===== src/rtl/cook_timer_pkg.sv =====
// cook_timer_pkg
//   Shared types and constants for the microwave cook timer.
//   - cook_state_t : controller state encoding
//   - QS_*         : time loaded by the quick-start feature (0:30)
//   - BCD_*        : largest legal value of each digit position
package cook_timer_pkg;

    typedef enum logic [1:0] {
        IDLE  = 2'd0,
        RUN   = 2'd1,
        PAUSE = 2'd2,
        DONE  = 2'd3
    } cook_state_t;

    localparam logic [3:0] QS_MIN    = 4'd0;
    localparam logic [3:0] QS_SEC_T  = 4'd3;
    localparam logic [3:0] QS_SEC_ON = 4'd0;

    localparam logic [3:0] BCD_MAX_DIGIT = 4'd9;  // minutes / units of seconds
    localparam logic [3:0] BCD_MAX_TENS  = 4'd5;  // tens of seconds

endpackage


===== src/rtl/bcd_time_reg.sv =====
// bcd_time_reg
//   Three-digit M:SS BCD time register.
//   Operations, in priority order: clear, parallel load, shift-in of one
//   digit from the right, decrement by one second with BCD borrow.
//   Ports:
//     clk, rst                      clock, synchronous active-high reset
//     clr                           clear all digits to 0:00
//     load, load_min/sec_t/sec_on   parallel load of all three digits
//     shift, shift_digit            min<-sec_t, sec_t<-sec_on, sec_on<-digit
//     dec                           count down one second (no-op at 0:00)
//     min, sec_t, sec_on            current digits
//     zero                          time is 0:00
//     is_one                        time is 0:01 (next decrement reaches zero)
module bcd_time_reg
    import cook_timer_pkg::*;
(
    input  logic       clk,
    input  logic       rst,
    input  logic       clr,
    input  logic       load,
    input  logic [3:0] load_min,
    input  logic [3:0] load_sec_t,
    input  logic [3:0] load_sec_on,
    input  logic       shift,
    input  logic [3:0] shift_digit,
    input  logic       dec,
    output logic [3:0] min,
    output logic [3:0] sec_t,
    output logic [3:0] sec_on,
    output logic       zero,
    output logic       is_one
);

    always_ff @(posedge clk) begin
        if (rst || clr) begin
            min    <= 4'd0;
            sec_t  <= 4'd0;
            sec_on <= 4'd0;
        end else if (load) begin
            min    <= load_min;
            sec_t  <= load_sec_t;
            sec_on <= load_sec_on;
        end else if (shift) begin
            min    <= sec_t;
            sec_t  <= sec_on;
            sec_on <= shift_digit;
        end else if (dec && !zero) begin
            // Borrow ripples units -> tens -> minutes; guarded by !zero so
            // minutes can never wrap below 0.
            if (sec_on != 4'd0) begin
                sec_on <= sec_on - 4'd1;
            end else begin
                sec_on <= BCD_MAX_DIGIT;
                if (sec_t != 4'd0) begin
                    sec_t <= sec_t - 4'd1;
                end else begin
                    sec_t <= BCD_MAX_TENS;
                    min   <= min - 4'd1;
                end
            end
        end
    end

    assign zero   = (min == 4'd0) && (sec_t == 4'd0) && (sec_on == 4'd0);
    assign is_one = (min == 4'd0) && (sec_t == 4'd0) && (sec_on == 4'd1);

endmodule


===== src/rtl/cook_timer_ctrl.sv =====
// cook_timer_ctrl
//   Microwave cook timer sequencer: keypad entry into an M:SS BCD register,
//   1 Hz countdown from a TICK_DIV-cycle prescaler, door interlock on the
//   magnetron enable and a sticky completion flag.
//   Build option: define COOK_QUICK_START_EN so that start at 0:00 loads
//   0:30 and begins cooking; otherwise start at 0:00 is ignored.
//   Ports:
//     clk, rst                  clock, synchronous active-high reset
//     key_valid, key_digit      keypad strobe and BCD digit (10-15 ignored)
//     start, stop_clear         one-cycle command strobes
//     door_closed               interlock level, 1 = closed
//     min, sec_t, sec_on        displayed time digits
//     mag_on                    magnetron enable
//     done                      cooking finished, held until cleared
//     busy                      state is RUN or PAUSE
module cook_timer_ctrl
    import cook_timer_pkg::*;
#(
    parameter int TICK_DIV = 100
) (
    input  logic       clk,
    input  logic       rst,
    input  logic       key_valid,
    input  logic [3:0] key_digit,
    input  logic       start,
    input  logic       stop_clear,
    input  logic       door_closed,
    output logic [3:0] min,
    output logic [3:0] sec_t,
    output logic [3:0] sec_on,
    output logic       mag_on,
    output logic       done,
    output logic       busy
);

    localparam int PW = (TICK_DIV > 1) ? $clog2(TICK_DIV) : 1;
    localparam logic [PW-1:0] PRESC_LAST = PW'(TICK_DIV - 1);

    cook_state_t   state, state_n;
    logic [PW-1:0] presc, presc_n;

    logic t_clr, t_load, t_shift, t_dec;
    logic t_zero, t_is_one;
    logic key_ok;

    bcd_time_reg u_time (
        .clk         (clk),
        .rst         (rst),
        .clr         (t_clr),
        .load        (t_load),
        .load_min    (QS_MIN),
        .load_sec_t  (QS_SEC_T),
        .load_sec_on (QS_SEC_ON),
        .shift       (t_shift),
        .shift_digit (key_digit),
        .dec         (t_dec),
        .min         (min),
        .sec_t       (sec_t),
        .sec_on      (sec_on),
        .zero        (t_zero),
        .is_one      (t_is_one)
    );

    // A key is taken only if it is a digit, entry is not yet full, and the
    // digit moving into the tens-of-seconds slot would still be 0-5.
    assign key_ok = (key_digit <= BCD_MAX_DIGIT) && (min == 4'd0) &&
                    (sec_on <= BCD_MAX_TENS);

    always_ff @(posedge clk) begin
        if (rst) begin
            state <= IDLE;
            presc <= '0;
        end else begin
            state <= state_n;
            presc <= presc_n;
        end
    end

    // Branch order inside each state encodes the input priority:
    // stop_clear, then door open, then start, then keys.
    always_comb begin
        state_n = state;
        presc_n = presc;
        t_clr   = 1'b0;
        t_load  = 1'b0;
        t_shift = 1'b0;
        t_dec   = 1'b0;
        unique case (state)
            IDLE: begin
                if (stop_clear) begin
                    t_clr = 1'b1;
                end else if (start) begin
                    if (door_closed) begin
                        if (!t_zero) begin
                            state_n = RUN;
                            presc_n = '0;
                        end else begin
`ifdef COOK_QUICK_START_EN
                            t_load  = 1'b1;
                            state_n = RUN;
                            presc_n = '0;
`endif
                        end
                    end
                end else if (key_valid && key_ok) begin
                    t_shift = 1'b1;
                end
            end
            RUN: begin
                // Pause leaves presc untouched so a resume continues the
                // partially counted second; a tick landing here is dropped.
                if (stop_clear || !door_closed) begin
                    state_n = PAUSE;
                end else if (presc == PRESC_LAST) begin
                    presc_n = '0;
                    t_dec   = 1'b1;
                    if (t_is_one) state_n = DONE;
                end else begin
                    presc_n = presc + PW'(1);
                end
            end
            PAUSE: begin
                if (stop_clear) begin
                    state_n = IDLE;
                    t_clr   = 1'b1;
                    presc_n = '0;
                end else if (start && door_closed) begin
                    state_n = RUN;
                end
            end
            DONE: begin
                if (stop_clear || !door_closed) begin
                    state_n = IDLE;
                    t_clr   = 1'b1;
                    presc_n = '0;
                end
            end
            default: state_n = IDLE;
        endcase
    end

    // Combinational from the registered state so the interlock acts in the
    // same cycle the door opens.
    assign mag_on = (state == RUN) && door_closed;
    assign done   = (state == DONE);
    assign busy   = (state == RUN) || (state == PAUSE);

endmodule


===== config.mk =====
export PLATFORM = sky130hd
export DESIGN_NAME = cook_timer_ctrl
export DESIGN_NICKNAME = d
export VERILOG_FILES = /design/src/rtl/cook_timer_pkg.sv /design/src/rtl/bcd_time_reg.sv /design/src/rtl/cook_timer_ctrl.sv
export SDC_FILE = /design/constraint.sdc
export NUM_CORES = 1
export LEC_CHECK = 0
export ABC_AREA = 0
export CORE_MARGIN = 2
export CORE_UTILIZATION = 63
export CTS_CLUSTER_DIAMETER = 80
export DETAILED_ROUTE_END_ITERATION = 7
export DONT_BUFFER_PORTS = 1
export GPL_ROUTABILITY_DRIVEN = 0
export HOLD_SLACK_MARGIN = 0.02
export PLACE_DENSITY = 0.88
export SYNTH_ARGS = -nofsm -noshare
export SYNTH_HDL_FRONTEND = slang
export SYNTH_SLANG_ARGS = --single-unit

===== constraint.sdc =====
create_clock -name clk -period 2.37 [get_ports clk]
set_clock_uncertainty 0.1 [all_clocks]
set_input_delay 0.474 -clock clk [delete_from_list [all_inputs] [get_ports clk]]
set_output_delay 0.474 -clock clk [all_outputs]
set_load 0.01 [all_outputs]

==> flow_summary.ini <==
[status]
outcome = finished, final reports clean

[sta]
fin_crit_ns = 2.24
fmax_mhz = 447
tns_ns = 0
tightestPinTransition_ns = 0.591
fin_crit_sh = 0.944
maxSlewViolCount = 0
relSlewSlack = 0.603
setup_viol = 0
rsz0062_at_grt = false
hold_viol_final = 0

[clock_tree]
ctsHoldBuffers = 0
clock_path_buffers = 2
cts_buffers = 3
cts_tree = done
cts_setup_buffers = 0
insertion_delay_ns = 0.32
clkTransAtPathRegs_ns = 0.12
htree_levels = 1
cts_num_sinks = 21
clockRootBuffer = clkbuf_4

[logic_synthesis]
ys_ff_latch = 21
ys.flop_type = dfxtp_1
synth_edf_count = 0
yosys.area_share.simple = 0.337
synth_top_family_by_area = simple AND/OR/NAND/NOR gates
synth_compound_area_frac = 0.281
syn_nets = 201
synth.distinct_cells = 58
avgSynthCellArea_sq_um = 8.49
ys_async_sr_fraction = 0
ys_seq_area_frac = 0.271
mappedNetlistArea_sq_um = 1550
synthMuxAreaShare = 0.00644
synth.largest_area_cell = dfxtp_1
synth_adder_area_share = 0.0644
syn_inst = 183
yosys_warnings = 0
netlist_top_cells_area = dfxtp_1, ha_1, o21ai_0
synth-xor-area-share = 0
synth_top_area_share = 0.271

[floorplan]
initial_core_util = 0.683
fp.dieArea_sq_um = 2880
die_w_um = 53.7
ios = 25
rows = 17
core_sq_um = 2280
fp.dieH_um = 53.7

[setup_path]
crit_arrival_ns = 2.35
end_kind = flop
crit_fanout = 9
setup.worst_path.class = reg2reg
cp.required_ns = 2.49
start_kind = flop
rrSetupSlack_ns = 0.13

[global_route]
globalRoute.totalOverflow = 0
grt_max_degree = 14
grt_antenna_before_repair = 0
grt_pass1_wl_um = 6590
grtUsageTotal = 0.314
grt_pass1_vias = 1411

[routing]
drc = 0
drt_iter0_drc = 86
wirelength_um = 4220
first_pass_iters = 4
vias_per_cell = 7.46
wl_per_cell_um = 19.3
dr_total_vias = 1627
ant_nets = 0

[cells_and_area]
final_layout_size_suffix_gt1_frac = 0.142
nets = 209
fillers = 161
area_growth_pct = 6.84
layout_commonest_cell = dfxtp_1
finalNonFillerCells = 218
final_cell_mix = dfxtp_1, nand2_1, o21ai_0, inv_1, buf_4
antenna_cells = 0

[flow_run]
drv_cap = 0

[placed_design]
port_buffers = 0
numPlacedInstances = 214
hpwl_um = 3060

[min_path]
hold_class = in2reg

[power_and_ir_drop]
ir_drop_mv = 0.361
p_leak_uw = 0.000578
powerDensity_nw_per_um2 = 424
-- logic make-up (layout without fill, tap and decap cells) --
logic type,after synthesis,after routing
adder cells (fa/ha/maj),8,8
buffers and inverters,15,22
multiplexers,1,1
AO/OA/AOI/OAI,59,59
flip-flops,21,21
AND/OR/NAND/NOR,79,79
-- worst paths after layout --
| check | startpoint | depth (start not counted) | endpoint |
|---|---|---|---|
| max | state[1] | 6 | presc[1] |
| min | rst | 1 | state[0] |
| max reg2reg | state[1] | 6 | presc[1] |
| min reg2reg | presc[0] | 1 | presc[0] |
-- cell usage after synthesis (all sizes together) (2+ instances only) --
cell,instances
o211ai,3
a31oi,6
nor2b,3
nor4b,2
o21ai,12
clkbuf,5
dfxtp,21
or3,2
o41a,2
ha,8
inv,9
nand2,12
nor4,7
nand4,4
nor2,8
and2b,2
and3,4
nand3b,3
and2,2
o31ai,2
o311ai,3
o311a,2
nor3b,2
and4bb,2
nand4b,3
a211oi,2
nand2b,4
nor3,2
a31o,2
nand3,8
o32ai,2
a21oi,8
and4,2
o41ai,5
-- registers in the layout (all words and copies together), names as in the netlist --
name and cells:
presc 7, u_time.min 4, u_time.sec_on 4, u_time.sec_t 4, state 2
-- metal layers --
| metal | wire (um) | share of wire | global-route usage |
|---|---|---|---|
| met1 | 1740 | 0.41 | 0.383 |
| met2 | 2040 | 0.48 | 0.547 |
| met3 | 327 | 0.078 | 0.0556 |
| met4 | 110 | 0.026 | 0.111 |
| met5 | 0 | 0 | 0 |
-- layout make-up --
cell class,count,area [sq um],share of cell area
sequential,21,420,0.253
clock inverter,1,5.00,0.00301
tap,28,35.0,0.0211
clock buffer,3,22.5,0.0136
multi-input combinational,147,1080,0.648
inverter,9,33.8,0.0203
timing repair buffer,9,67.6,0.0407
-- report_power, final --
group          total [uW]  switching, uW  internal [uW]
Clock                 188            125           63.3
Combinational         149           95.6           53.7
Sequential            367           8.74            359
Total                 705            229            476
-- worst max-delay path: stages (launching register included) --
cell	delay [ns]
dfxtp_1	0.43
inv_1	0.12
ha_1	0.24
nor4bb_2	0.21
a31o_2	0.28
or2_2	0.37
o41ai_1	0.39
-- what timing repair did --
action                                 in CTS  in global routing
setup endpoints to repair                   0                  9
endpoints found under the hold margin       0                  0
resized for setup                           0                  1
-- metrics by stage --
step | util | power, uW | hold WS [ns] | setup slack (ns) | instance area, sq um
after floorplan | - | 484 | 0.357 | 0.353 | 1550
after global placement | 0.715 | 513 | 0.383 | 0.222 | 1630
after detailed placement | 0.715 | 518 | 0.394 | 0.154 | 1630
after CTS | 0.727 | 694 | 0.121 | 0.123 | 1650
after global routing | 0.730 | 729 | 0.113 | 0.0732 | 1660
final | 0.730 | 705 | 0.120 | 0.133 | 1660
Note: power is estimated with default switching activity, not from simulation.
